===== src/rtl/vending_pkg.sv =====
// Shared definitions for the vending controller: coin codes, coin values
// and the sequencing FSM state encoding.
package vending_pkg;

    localparam logic [1:0] COIN_NICKEL  = 2'b00;
    localparam logic [1:0] COIN_DIME    = 2'b01;
    localparam logic [1:0] COIN_QUARTER = 2'b10;
    localparam logic [1:0] COIN_INVALID = 2'b11;

    localparam int VAL_NICKEL  = 5;
    localparam int VAL_DIME    = 10;
    localparam int VAL_QUARTER = 25;

    typedef enum logic [1:0] {
        IDLE     = 2'd0,
        COLLECT  = 2'd1,
        DISPENSE = 2'd2,
        CHANGE   = 2'd3
    } state_e;

endpackage


===== src/rtl/coin_value_dec.sv =====
// Combinational coin decoder: coin code to value in cents plus an invalid flag.
// Shared with the coin-acceptor model used in benches.
module coin_value_dec
    import vending_pkg::*;
#(
    parameter int CREDIT_W = 8
) (
    input  logic [1:0]          coin_code_i,
    output logic [CREDIT_W-1:0] value_o,
    output logic                invalid_o
);

    always_comb begin
        value_o   = '0;
        invalid_o = 1'b0;
        case (coin_code_i)
            COIN_NICKEL:  value_o = CREDIT_W'(VAL_NICKEL);
            COIN_DIME:    value_o = CREDIT_W'(VAL_DIME);
            COIN_QUARTER: value_o = CREDIT_W'(VAL_QUARTER);
            default:      invalid_o = 1'b1;
        endcase
    end

endmodule


===== src/rtl/vending_ctrl.sv =====
// Vending sequencer: accumulates coin credit, strobes dispense when the price
// is met, then pays back the remainder one nickel per cycle.
module vending_ctrl
    import vending_pkg::*;
#(
    parameter int PRICE      = 75,
    parameter int MAX_CREDIT = 100,
    parameter int CREDIT_W   = 8
) (
    input  logic                clk,
    input  logic                rst,
    input  logic                coin_valid,
    input  logic [1:0]          coin_code,
    input  logic                cancel,
    output logic [CREDIT_W-1:0] credit,
    output logic                dispense,
    output logic                change_nickel,
    output logic                coin_reject,
    output logic                busy
);

    state_e                state_q, state_d;
    logic [CREDIT_W-1:0]   credit_q, credit_d;
    logic                  reject_q, reject_d;
    logic [CREDIT_W-1:0]   coin_val;
    logic                  coin_inv;
    logic [CREDIT_W:0]     sum;

    coin_value_dec #(.CREDIT_W(CREDIT_W)) u_dec (
        .coin_code_i (coin_code),
        .value_o     (coin_val),
        .invalid_o   (coin_inv)
    );

    // One extra bit so the overflow compare never sees a wrapped sum
    assign sum = {1'b0, credit_q} + {1'b0, coin_val};

    always_ff @(posedge clk) begin
        if (rst) begin
            state_q  <= IDLE;
            credit_q <= '0;
            reject_q <= 1'b0;
        end else begin
            state_q  <= state_d;
            credit_q <= credit_d;
            reject_q <= reject_d;
        end
    end

    always_comb begin
        state_d  = state_q;
        credit_d = credit_q;
        reject_d = 1'b0;
        case (state_q)
            IDLE, COLLECT: begin
                if (cancel && (state_q == COLLECT))
                    state_d = CHANGE;
                if (coin_valid) begin
                    // Invalid code, a simultaneous cancel, or overflow all refuse the coin
                    if (coin_inv || cancel || (sum > (CREDIT_W+1)'(MAX_CREDIT))) begin
                        reject_d = 1'b1;
                    end else begin
                        credit_d = sum[CREDIT_W-1:0];
                        state_d  = (sum >= (CREDIT_W+1)'(PRICE)) ? DISPENSE : COLLECT;
                    end
                end
            end
            DISPENSE: begin
                reject_d = coin_valid;
                credit_d = credit_q - CREDIT_W'(PRICE);
                state_d  = (credit_q > CREDIT_W'(PRICE)) ? CHANGE : IDLE;
            end
            CHANGE: begin
                reject_d = coin_valid;
                if (credit_q <= CREDIT_W'(VAL_NICKEL)) begin
                    credit_d = '0;
                    state_d  = IDLE;
                end else begin
                    credit_d = credit_q - CREDIT_W'(VAL_NICKEL);
                end
            end
            default: begin
                state_d  = IDLE;
                credit_d = '0;
            end
        endcase
    end

    assign credit        = credit_q;
    assign dispense      = (state_q == DISPENSE);
    assign change_nickel = (state_q == CHANGE);
    assign busy          = (state_q == DISPENSE) || (state_q == CHANGE);
    assign coin_reject   = reject_q;

endmodule


===== config.mk =====
export PLATFORM = sky130hd
export DESIGN_NAME = vending_ctrl
export DESIGN_NICKNAME = d
export VERILOG_FILES = /design/src/rtl/vending_pkg.sv /design/src/rtl/coin_value_dec.sv /design/src/rtl/vending_ctrl.sv
export SDC_FILE = /design/constraint.sdc
export NUM_CORES = 1
export LEC_CHECK = 0
export ABC_AREA = 1
export BUFFER_PORTS_ARGS = -buffer_cell sky130_fd_sc_hd__buf_4
export CELL_PAD_IN_SITES_DETAIL_PLACEMENT = 1
export CELL_PAD_IN_SITES_GLOBAL_PLACEMENT = 1
export CORE_MARGIN = 1.5
export CORE_UTILIZATION = 40
export CTS_BUF_LIST = sky130_fd_sc_hd__clkbuf_4 sky130_fd_sc_hd__clkbuf_8 sky130_fd_sc_hd__clkbuf_16
export DETAILED_ROUTE_END_ITERATION = 10
export PLACE_DENSITY_LB_ADDON = 0.25
export SYNTH_ARGS = -nofsm -noshare
export SYNTH_HDL_FRONTEND = slang
export SYNTH_SLANG_ARGS = --single-unit

===== constraint.sdc =====
create_clock -name clk -period 5.97 [get_ports clk]
set_clock_uncertainty 0.2 [all_clocks]
set_input_delay 1.791 -clock clk [delete_from_list [all_inputs] [get_ports clk]]
set_output_delay 1.791 -clock clk [all_outputs]
set_load 0.02 [all_outputs]

; Yosys cells after proc, flatten, opt, wreduce, memory -nomap -nowiden
; Index checks and enable logic that the tools add are counted.
[totals]
reg_bits = 11
inputBits = 6
output_inout_bits = 12
elab_cells = 44
[classes]
add_sub_neg = 3
n_lt_le_gt_ge = 4
n_eq_ne = 8
muxes = 16
n_reduce_logical = 10
[ops]
columns = op, count
row1 = $mux W8, 3
row2 = $pmux W8 S3, 1
row3 = $pmux W5 S3, 1
row4 = $mux W2, 6
row5 = $add A8 B8 Y9, 1
row6 = $ge A9 B7 Y1 const B, 1
row7 = $gt A9 B7 Y1 const B, 1
row8 = $gt A8 B7 Y1 const B, 1
row9 = $le A8 B3 Y1 const B, 1
row10 = $sub A8 B3 Y8 const B, 1
row11 = $sub A8 B7 Y8 const B, 1
row12 = $eq A2 B2 Y1 const B, 3
row13 = $pmux W2 S3, 1
row14 = $eq A2 B1 Y1 const B, 2
row15 = $logic_not A2 Y1, 2
row16 = $ne A2 B2 Y1 const B, 2
row17 = $reduce_or A2 Y1, 2
row18 = $logic_or A1 B1 Y1, 3
row19 = $mux W1, 3
row20 = $reduce_or A3 Y1, 1
row21 = $ne A2 B1 Y1 const B, 1
row22 = $pmux W1 S2, 1
row23 = $reduce_and A2 Y1, 1
row24 = $logic_and A1 B1 Y1, 1

; Longest topological paths before layout
; Gate-level depths: netlist (run 1).
[logic_depth]
depth_word = 8
depth_mapped = 20

; Cells and area by module
; A second synthesis (run 1) with hierarchy kept.
[unflattened]
cells_unflattened = 240
area_unflattened_um2 = 1514.0
[by_module_without_submodules]
columns = mod, instances, cells_each, area_each_um2, seq_area_each_um2
row1 = vending_ctrl, 1, 227, 1418.9, 220.2
row2 = coin_value_dec, 1, 13, 95.1, 0.0

; Worst setup path before layout (run 1)
; Ideal clock, no wire load.
[synth_timing]
path_kind = input port to flip-flop
startpoint = input coin_code[0]
endpoint = register credit_q[0] (netlist: credit[0])
t_arrival_ps = 3722
required_ps = 5649
slack_ps = 1927
cell_stages = 19
path_buffers = 1
cell_sequence = inv_1 > ha_1 > nor2_1 > nor2_1 > ha_1 > fa_1 > nand2_1 > nand2_1 > nand3_1 > nand2_1 > nand2_1 > nand2_1 > inv_1 > nand3_1 > nand3_2 > nand2_2 > buf_6 > o21ai_1 > a21oi_1
[synth_via]
elab_chain_len = 7
[synth_lines]
columns = element, line_no
row1 = "start, declared", vending_ctrl.sv:13  ; input logic [1:0] coin_code,
row2 = "$eq A2 B2 Y1, or another cell as far along", coin_value_dec.sv:16  ; case (coin_code_i)
row3 = $pmux W5 S3 / $reduce_or A3 Y1 (equally long branches), -
row4 = $add A8 B8 Y9 / $mux W1 (equally long branches), "vending_ctrl.sv:36, coin_value_dec.sv:16"
row5 = $gt A9 B7 Y1 / $logic_or A1 B1 Y1 (equally long branches), vending_ctrl.sv:60  ; if (coin_inv || cancel || (sum > (CREDIT_W+1)'(MAX_CREDIT))) begin
row6 = $logic_or A1 B1 Y1, vending_ctrl.sv:60
row7 = $ne A2 B2 Y1 (no source line), -
row8 = $reduce_and A2 Y1 (no source line), -
row9 = "end signal, assigned", vending_ctrl.sv:45  ; credit_q <= credit_d;
row10 = "end, declared", vending_ctrl.sv:23  ; logic [CREDIT_W-1:0] credit_q, credit_d;
; Parallel ways exist; a longest one is shown, timed or not. The select of a mux whose other input is x is not followed.
; A chain may end at the register's enable or synchronous reset.

; Final worst setup path (run 1)
[layout_timing]
startpoint = input coin_code[0]
endpoint = register credit_q[7] (netlist: credit[7])
; The elaborated chain is that of the path after synthesis.

==> results of run 1 <==
-- per-stage QoR --
stage	power (W)	hold WS (ns)
finish	0.000305	0.365
global route	0.000332	0.393
global placement	0.000242	0.333
detailed placement	0.000249	0.349
CTS	0.000307	0.360
floorplan	0.000208	0.374
-- layer usage --
layer  global-route usage (%)  share of wire, %  vias up
li1                         -                 -      713
met1                     32.4                49      653
met2                     37.5                46       32
met3                     4.62               2.7        6
met4                     5.90               2.2        0
met5                        0                 0        -
-- cell usage after synthesis (all sizes together) --
library cell,number
a211oi,1
a21oi,18
a31oi,1
buf,4
clkbuf,2
dfxtp,11
fa,1
ha,14
inv,27
nand2,55
nand3,17
nand3b,1
nand4,2
nor2,22
o211ai,2
o21ai,12
o21bai,1
o221ai,1
o22ai,4
or2,5
xor2,9
-- sequential cells by signal (all words and copies together) (netlist names) --
| name | flops |
|---|---|
| coin_reject | 1 |
| credit | 8 |
| state_q | 2 |
-- cells by family after synthesis --
group | Yosys count | synth area share [%]
compound gates | 40 | 18.0
buf+inv | 33 | 10.9
flops | 11 | 16.3
xor+xnor | 9 | 5.84
fa+ha+maj | 15 | 14.5
simple gates | 102 | 34.5
-- power breakdown --
| group | switching [W] | internal, W | leakage, nW | total [W] |
|---|---|---|---|---|
| combinational | 0.0000924 | 0.0000573 | 0.685 | 0.000150 |
| sequential | 0.0000177 | 0.0000807 | 0.0901 | 0.0000984 |
| clock | 0.0000264 | 0.0000304 | 0.0184 | 0.0000568 |
| total | 0.000136 | 0.000168 | 0.793 | 0.000305 |
-- final timing paths --
kind	startpoint	end	slack (ns)	depth (start not counted)
hold reg to reg	credit[7]	credit[7]	0.36	2
setup reg to reg	credit[0]	credit[7]	3.27	15
hold / removal	credit[7]	credit[7]	0.36	2
setup / recovery	coin_code[0]	credit[7]	1.69	20
-- worst min-delay path: stages (launching register included) --
cell     delay, ns
dfxtp_1       0.37
nand2_1       0.09
a21oi_1       0.06
-- final cells by class --
cell class / instances / area (um^2) / share of cell area (%)
inverters: 27 / 101 / 6.68
multi-input cells: 166 / 982 / 64.8
repair buffers: 17 / 128 / 8.42
well taps: 44 / 55.1 / 3.63
clock buffers: 4 / 30.0 / 1.98
flip-flops and latches: 11 / 220 / 14.5
==> run summary, run 1 <==
gr ovfl total -> 0
fin crit period -> 4.28 ns
# Max-Cap Violations -> 0
top post-synthesis cells by area -> dfxtp_1, nand2_1, ha_1
cts hold-fix bufs -> 0
cell taking the most area after synthesis -> dfxtp_1
Mapped Cells -> 210
cells along the critical path -> buf_4 > inv_1 > ha_1 > nor2_1 > nor2_1 > ha_1 > fa_1 > nand2_1 > nand2_1 > nand3_1 > nand2_1 > nand2_1 > nand2_1 > inv_1 > nand3_1 > nand3_2 > nand2_2 > inv_1 > nand2_1 > a21oi_1
DP Wirelength -> 3.22 mm
Least-Margin Pin Slew -> 0.432 ns
sequential share of the synthesized area -> 16.3%
min-delay worst type -> reg -> reg
commonest non-fill, non-tap cell in the layout -> nand2_1
Synth Net Count -> 231
largest net degree at the start of global routing -> 13
die span in x -> 61.1 um
area delta synth->final -> 12.4%
crit path DAT -> 4.30 ns
DRT antenna net count -> 0
leak pwr -> 0.793 nW
Core Area -> 3130 um^2
cts repair resizes -> 0
register bit count reported by yosys -> 11
Highest Clock Rate -> 233 MHz
fin crit share -> 71.8%
final wirelength -> 3.84 mm
WL/cell -> 14.3 um
fin worst setup slack -> 1.69 ns
relative slew slack -> 71.1%
Cell Area, Synth -> 1350 um^2
H-tree levels -> 1
Fin. Hold Viols -> 0
pwr/cell area -> 201 nW/um^2
unrepaired setup endpoints after global routing -> false
Die Area -> 3730 um^2
Port Buffers -> 17
Slew Viols, Final -> 0
most used cell, CP -> nand2_1
Ant. Diodes -> 0
CP top delay family -> simple AND/OR/NAND/NOR gates
Design Area, Final -> 1520 um^2
Final nets -> 247
drt pass-1 iters -> 4
Worst-path clk slew -> 0.08 ns
DRT iter0 DRCs -> 33
Placed Cells -> 265
CTS tree -> yes
commonest cells after routing, fill and taps aside -> nand2_1, inv_1, nor2_1
syn avg cell area -> 6.42 um^2
first-pass GRT wire length -> 6.43 mm
CP max FO -> 12
Clock Tree Buf Depth -> 2
slowest cell on the critical path -> fa_1
# DRC -> 0
Crit path required time -> 5.98 ns
vias in the first global route -> 1,396
status -> finished, final reports clean
vias per cell -> 5.22
CTS root buffer -> clkbuf_4
Post-Place Worst Slack -> 1.42 ns
Final Util -> 48.5%
number of buffers created by CTS -> 3
yosys warns -> 0
startpoint type of the worst setup path -> input port
CTS sink cnt -> 11
number of cell rows -> 20
FILL cells -> 435
critical path type -> in -> reg
Placed Area -> 1490 um^2
peak supply drop -> 0.122 mV
initial antenna violation count -> 0
post-CTS setup buffer count -> 0
total track usage -> 23.5%
crit end category -> flip-flop
Initial Util -> 43.1%
post-synth top area share -> 16.3%
I/O pins -> 18
layout cells sized above 1 -> 16.9%
total number of vias -> 1,404
die height -> 61.1 um
TNS Setup -> 0 ns
CP max stage delay -> 0.41 ns
post-synth cell types -> 30
Buf/Inv on CP -> 4
later-pin clock latency in the skew report -> 0.27 ns
number of endpoints failing setup at the final stage -> 0
Post-Layout Cell Count -> 269
Final GP Congestion -> 0.852
No activity file was read; power rests on OpenSTA's default activity.
==> inputs of run 2 (changes only) <==
--- a/config.mk
+++ b/config.mk
@@ -5,7 +5,7 @@
 export SDC_FILE = /design/constraint.sdc
 export NUM_CORES = 1
 export LEC_CHECK = 0
-export ABC_AREA = 1
+export ABC_AREA = 0
 export BUFFER_PORTS_ARGS = -buffer_cell sky130_fd_sc_hd__buf_4
 export CELL_PAD_IN_SITES_DETAIL_PLACEMENT = 1
 export CELL_PAD_IN_SITES_GLOBAL_PLACEMENT = 1
==> constraint.sdc (replaced) <==
create_clock -name clk -period 4 [get_ports clk]
set_clock_uncertainty 0.2 [all_clocks]
set_input_delay 1.2 -clock clk [delete_from_list [all_inputs] [get_ports clk]]
set_output_delay 1.2 -clock clk [all_outputs]
set_load 0.02 [all_outputs]
==> run 2 against run 1 <==
Net effect: wire length is 32% higher; final cell count is 1.9% higher; first-iteration DRC count grew to 4.4 times the previous value; via count is 21% higher; utilization grew 4.1 points; hold slack gained 0.15 ns; combinational power grew to 2.9 times the previous value; synthesized cell count is 6.2% lower; critical path depth is 7 lower; largest cell class unchanged; global-route usage rose by 2.3 points; setup slack got worse by 1.6 ns; die area up 6.4%.
==> run summary, run 2 <==
most frequent cell after synthesis -> nand2_1
top post-synthesis cells by area -> dfxtp_1, ha_1, nand2_1
number of cell rows -> 21
CP max FO -> 4
Highest Clock Rate -> 257 MHz
fin crit period -> 3.89 ns
FILL cells -> 438
Mapped Cells -> 197
largest net degree at the start of global routing -> 18
slowest cell on the critical path -> or4_1
Post-synth EDFFs -> 0
ys async rst share -> 0%
commonest non-fill, non-tap cell in the layout -> buf_4
pwr/cell area -> 413 nW/um^2
# DRC -> 0
total track usage -> 25.7%
gr ovfl total -> 0
Post-Layout Cell Count -> 274
Crit path required time -> 3.98 ns
DRT antenna net count -> 0
die span in x -> 63 um
CTS root buffer -> clkbuf_4
Placed Cells -> 269
fin crit share -> 97.2%
Final nets -> 250
startpoint type of the worst setup path -> input port
cells along the critical path -> buf_4 > inv_1 > ha_1 > nor2_1 > nor2_1 > ha_1 > buf_4 > a21oi_1 > o221a_1 > o21bai_1 > a21o_1 > or4_1 > a32o_1
post-synth top area share -> 15.3%
area delta synth->final -> 23.7%
WHS -> 0.513 ns
crit path DAT -> 3.87 ns
cts hold-fix bufs -> 0
# Max-Cap Violations -> 0
Port Buffers -> 17
Slew Viols, Final -> 0
critical path type -> in -> reg
Core Area -> 3390 um^2
multi-input logic area -> 1140 um^2
FF+latch area -> 220 um^2
DRT iter0 DRCs -> 144
max FFs per register -> 8
Fin. Hold Viols -> 0
syn avg cell area -> 7.31 um^2
first-pass GRT wire length -> 8.28 mm
I/O pins -> 18
CTS sink cnt -> 11
Final Util -> 52.6%
Least-Margin Pin Slew -> 0.628 ns
CTS tree -> yes
relative slew slack -> 57.9%
sequential share of the synthesized area -> 15.3%
die height -> 63 um
vias in the first global route -> 1,747
crit end category -> flip-flop
vias per cell -> 6.20
cell taking the most area after synthesis -> dfxtp_1
drt pass-1 iters -> 4
layout cells sized above 1 -> 22.8%
post-synth cell types -> 56
Cell Area, Synth -> 1440 um^2
unrepaired setup endpoints after global routing -> false
Post-synth top cells -> nand2_1, ha_1, a21oi_1, inv_1, nor2_1
number of endpoints failing setup at the final stage -> 0
ys flop type -> dfxtp_1
Initial Util -> 42.5%
Die Area -> 3970 um^2
CP max stage delay -> 0.54 ns
commonest cells after routing, fill and taps aside -> buf_4, nand2_1, ha_1
H-tree levels -> 1
leak pwr -> 0.726 nW
yosys warns -> 0
Synth Net Count -> 218
DP Wirelength -> 3.95 mm
Ant. Diodes -> 0
peak supply drop -> 0.191 mV
later-pin clock latency in the skew report -> 0.28 ns
Clock Tree Buf Depth -> 2
total number of vias -> 1,700
Worst-path clk slew -> 0.08 ns
min-delay worst type -> reg -> reg
initial antenna violation count -> 0
register bit count reported by yosys -> 11
number of buffers created by CTS -> 3
TNS Setup -> 0 ns
final wirelength -> 5.05 mm
WL/cell -> 18.4 um
Final GP Congestion -> 0.842
status -> finished, final reports clean
==> run 2: cell types whose count changed after synthesis, moves of 4 or more <==
cell / change
a211oi_1: +4
a21oi_1: -5
buf_2: +5
clkbuf_1: +4
inv_1: -14
nand2_1: -30
nor2_1: -7
o211ai_1: +4
o21ai_0: +4
xnor2_1: +5
xor2_1: -9
==> run 2: cell families (layout without fill, tap and decap cells) <==
| group | count (synthesis) | in the layout | synth area share [%] |
|---|---|---|---|
| simple gates | 71 | 71 | 24.7 |
| compound gates | 70 | 70 | 35.6 |
| buf+inv | 24 | 55 | 6.69 |
| fa+ha+maj | 15 | 15 | 13.6 |
| flops | 11 | 11 | 15.3 |
| xor+xnor | 6 | 6 | 4.17 |
==> run 2: routing by layer <==
metal / vias up / global-route usage (%) / wire length (um)
li1: 801 / - / -
met1: 835 / 29.6 / 2140
met2: 51 / 48.5 / 2610
met3: 13 / 1.62 / 176
met4: 0 / 10.6 / 124
met5: - / 0 / 0
==> run 2: what timing repair did <==
action | in CTS | in global routing
endpoints found under the hold margin | 0 | 0
endpoints found under the setup margin | 0 | 8
setup buffers | 0 | 1
resized for setup | 0 | 3
==> run 2: report_power, final <==
part | switching (W) | leakage (nW) | total [W] | internal, W
sequential | 0.0000872 | 0.0903 | 0.000219 | 0.000132
clock | 0.0000423 | 0.0184 | 0.0000878 | 0.0000455
combinational | 0.000233 | 0.617 | 0.000429 | 0.000196
total | 0.000362 | 0.726 | 0.000736 | 0.000373
==> run 2: layout make-up <==
type | instances | area share, %
multi-input cells | 162 | 64.0
repair buffers | 38 | 16.0
flip-flops and latches | 11 | 12.4
well taps | 46 | 3.23
inverters | 13 | 2.74
clock buffers | 4 | 1.69
==> run 2: final timing paths <==
path         cells past startpoint  slack, ns        end         start
min                              2       0.51  credit[2]     credit[2]
max                             13       0.11  credit[7]  coin_code[0]
min reg2reg                      2       0.51  credit[2]     credit[2]
max reg2reg                      7       0.77  credit[7]     credit[3]
==> run 2: critical path, delay by kind of cell <==
kind / cells / cell delay [ns]
adder cells (fa/ha/maj): 2 / 0.43
AND/OR/NAND/NOR: 3 / 0.72
AO/OA/AOI/OAI: 5 / 1.21
buffers and inverters: 3 / 0.29
==> run 2: through the flow <==
step / setup slack (ns) / total power [W] / instance area, um^2
CTS: 0.0135 / 0.000717 / 1760
floorplan: 0.0825 / 0.000481 / 1440
detailed placement: -0.250 / 0.000633 / 1730
global placement: -0.0897 / 0.000608 / 1730
global route: 0.0143 / 0.000785 / 1780
finish: 0.112 / 0.000736 / 1780
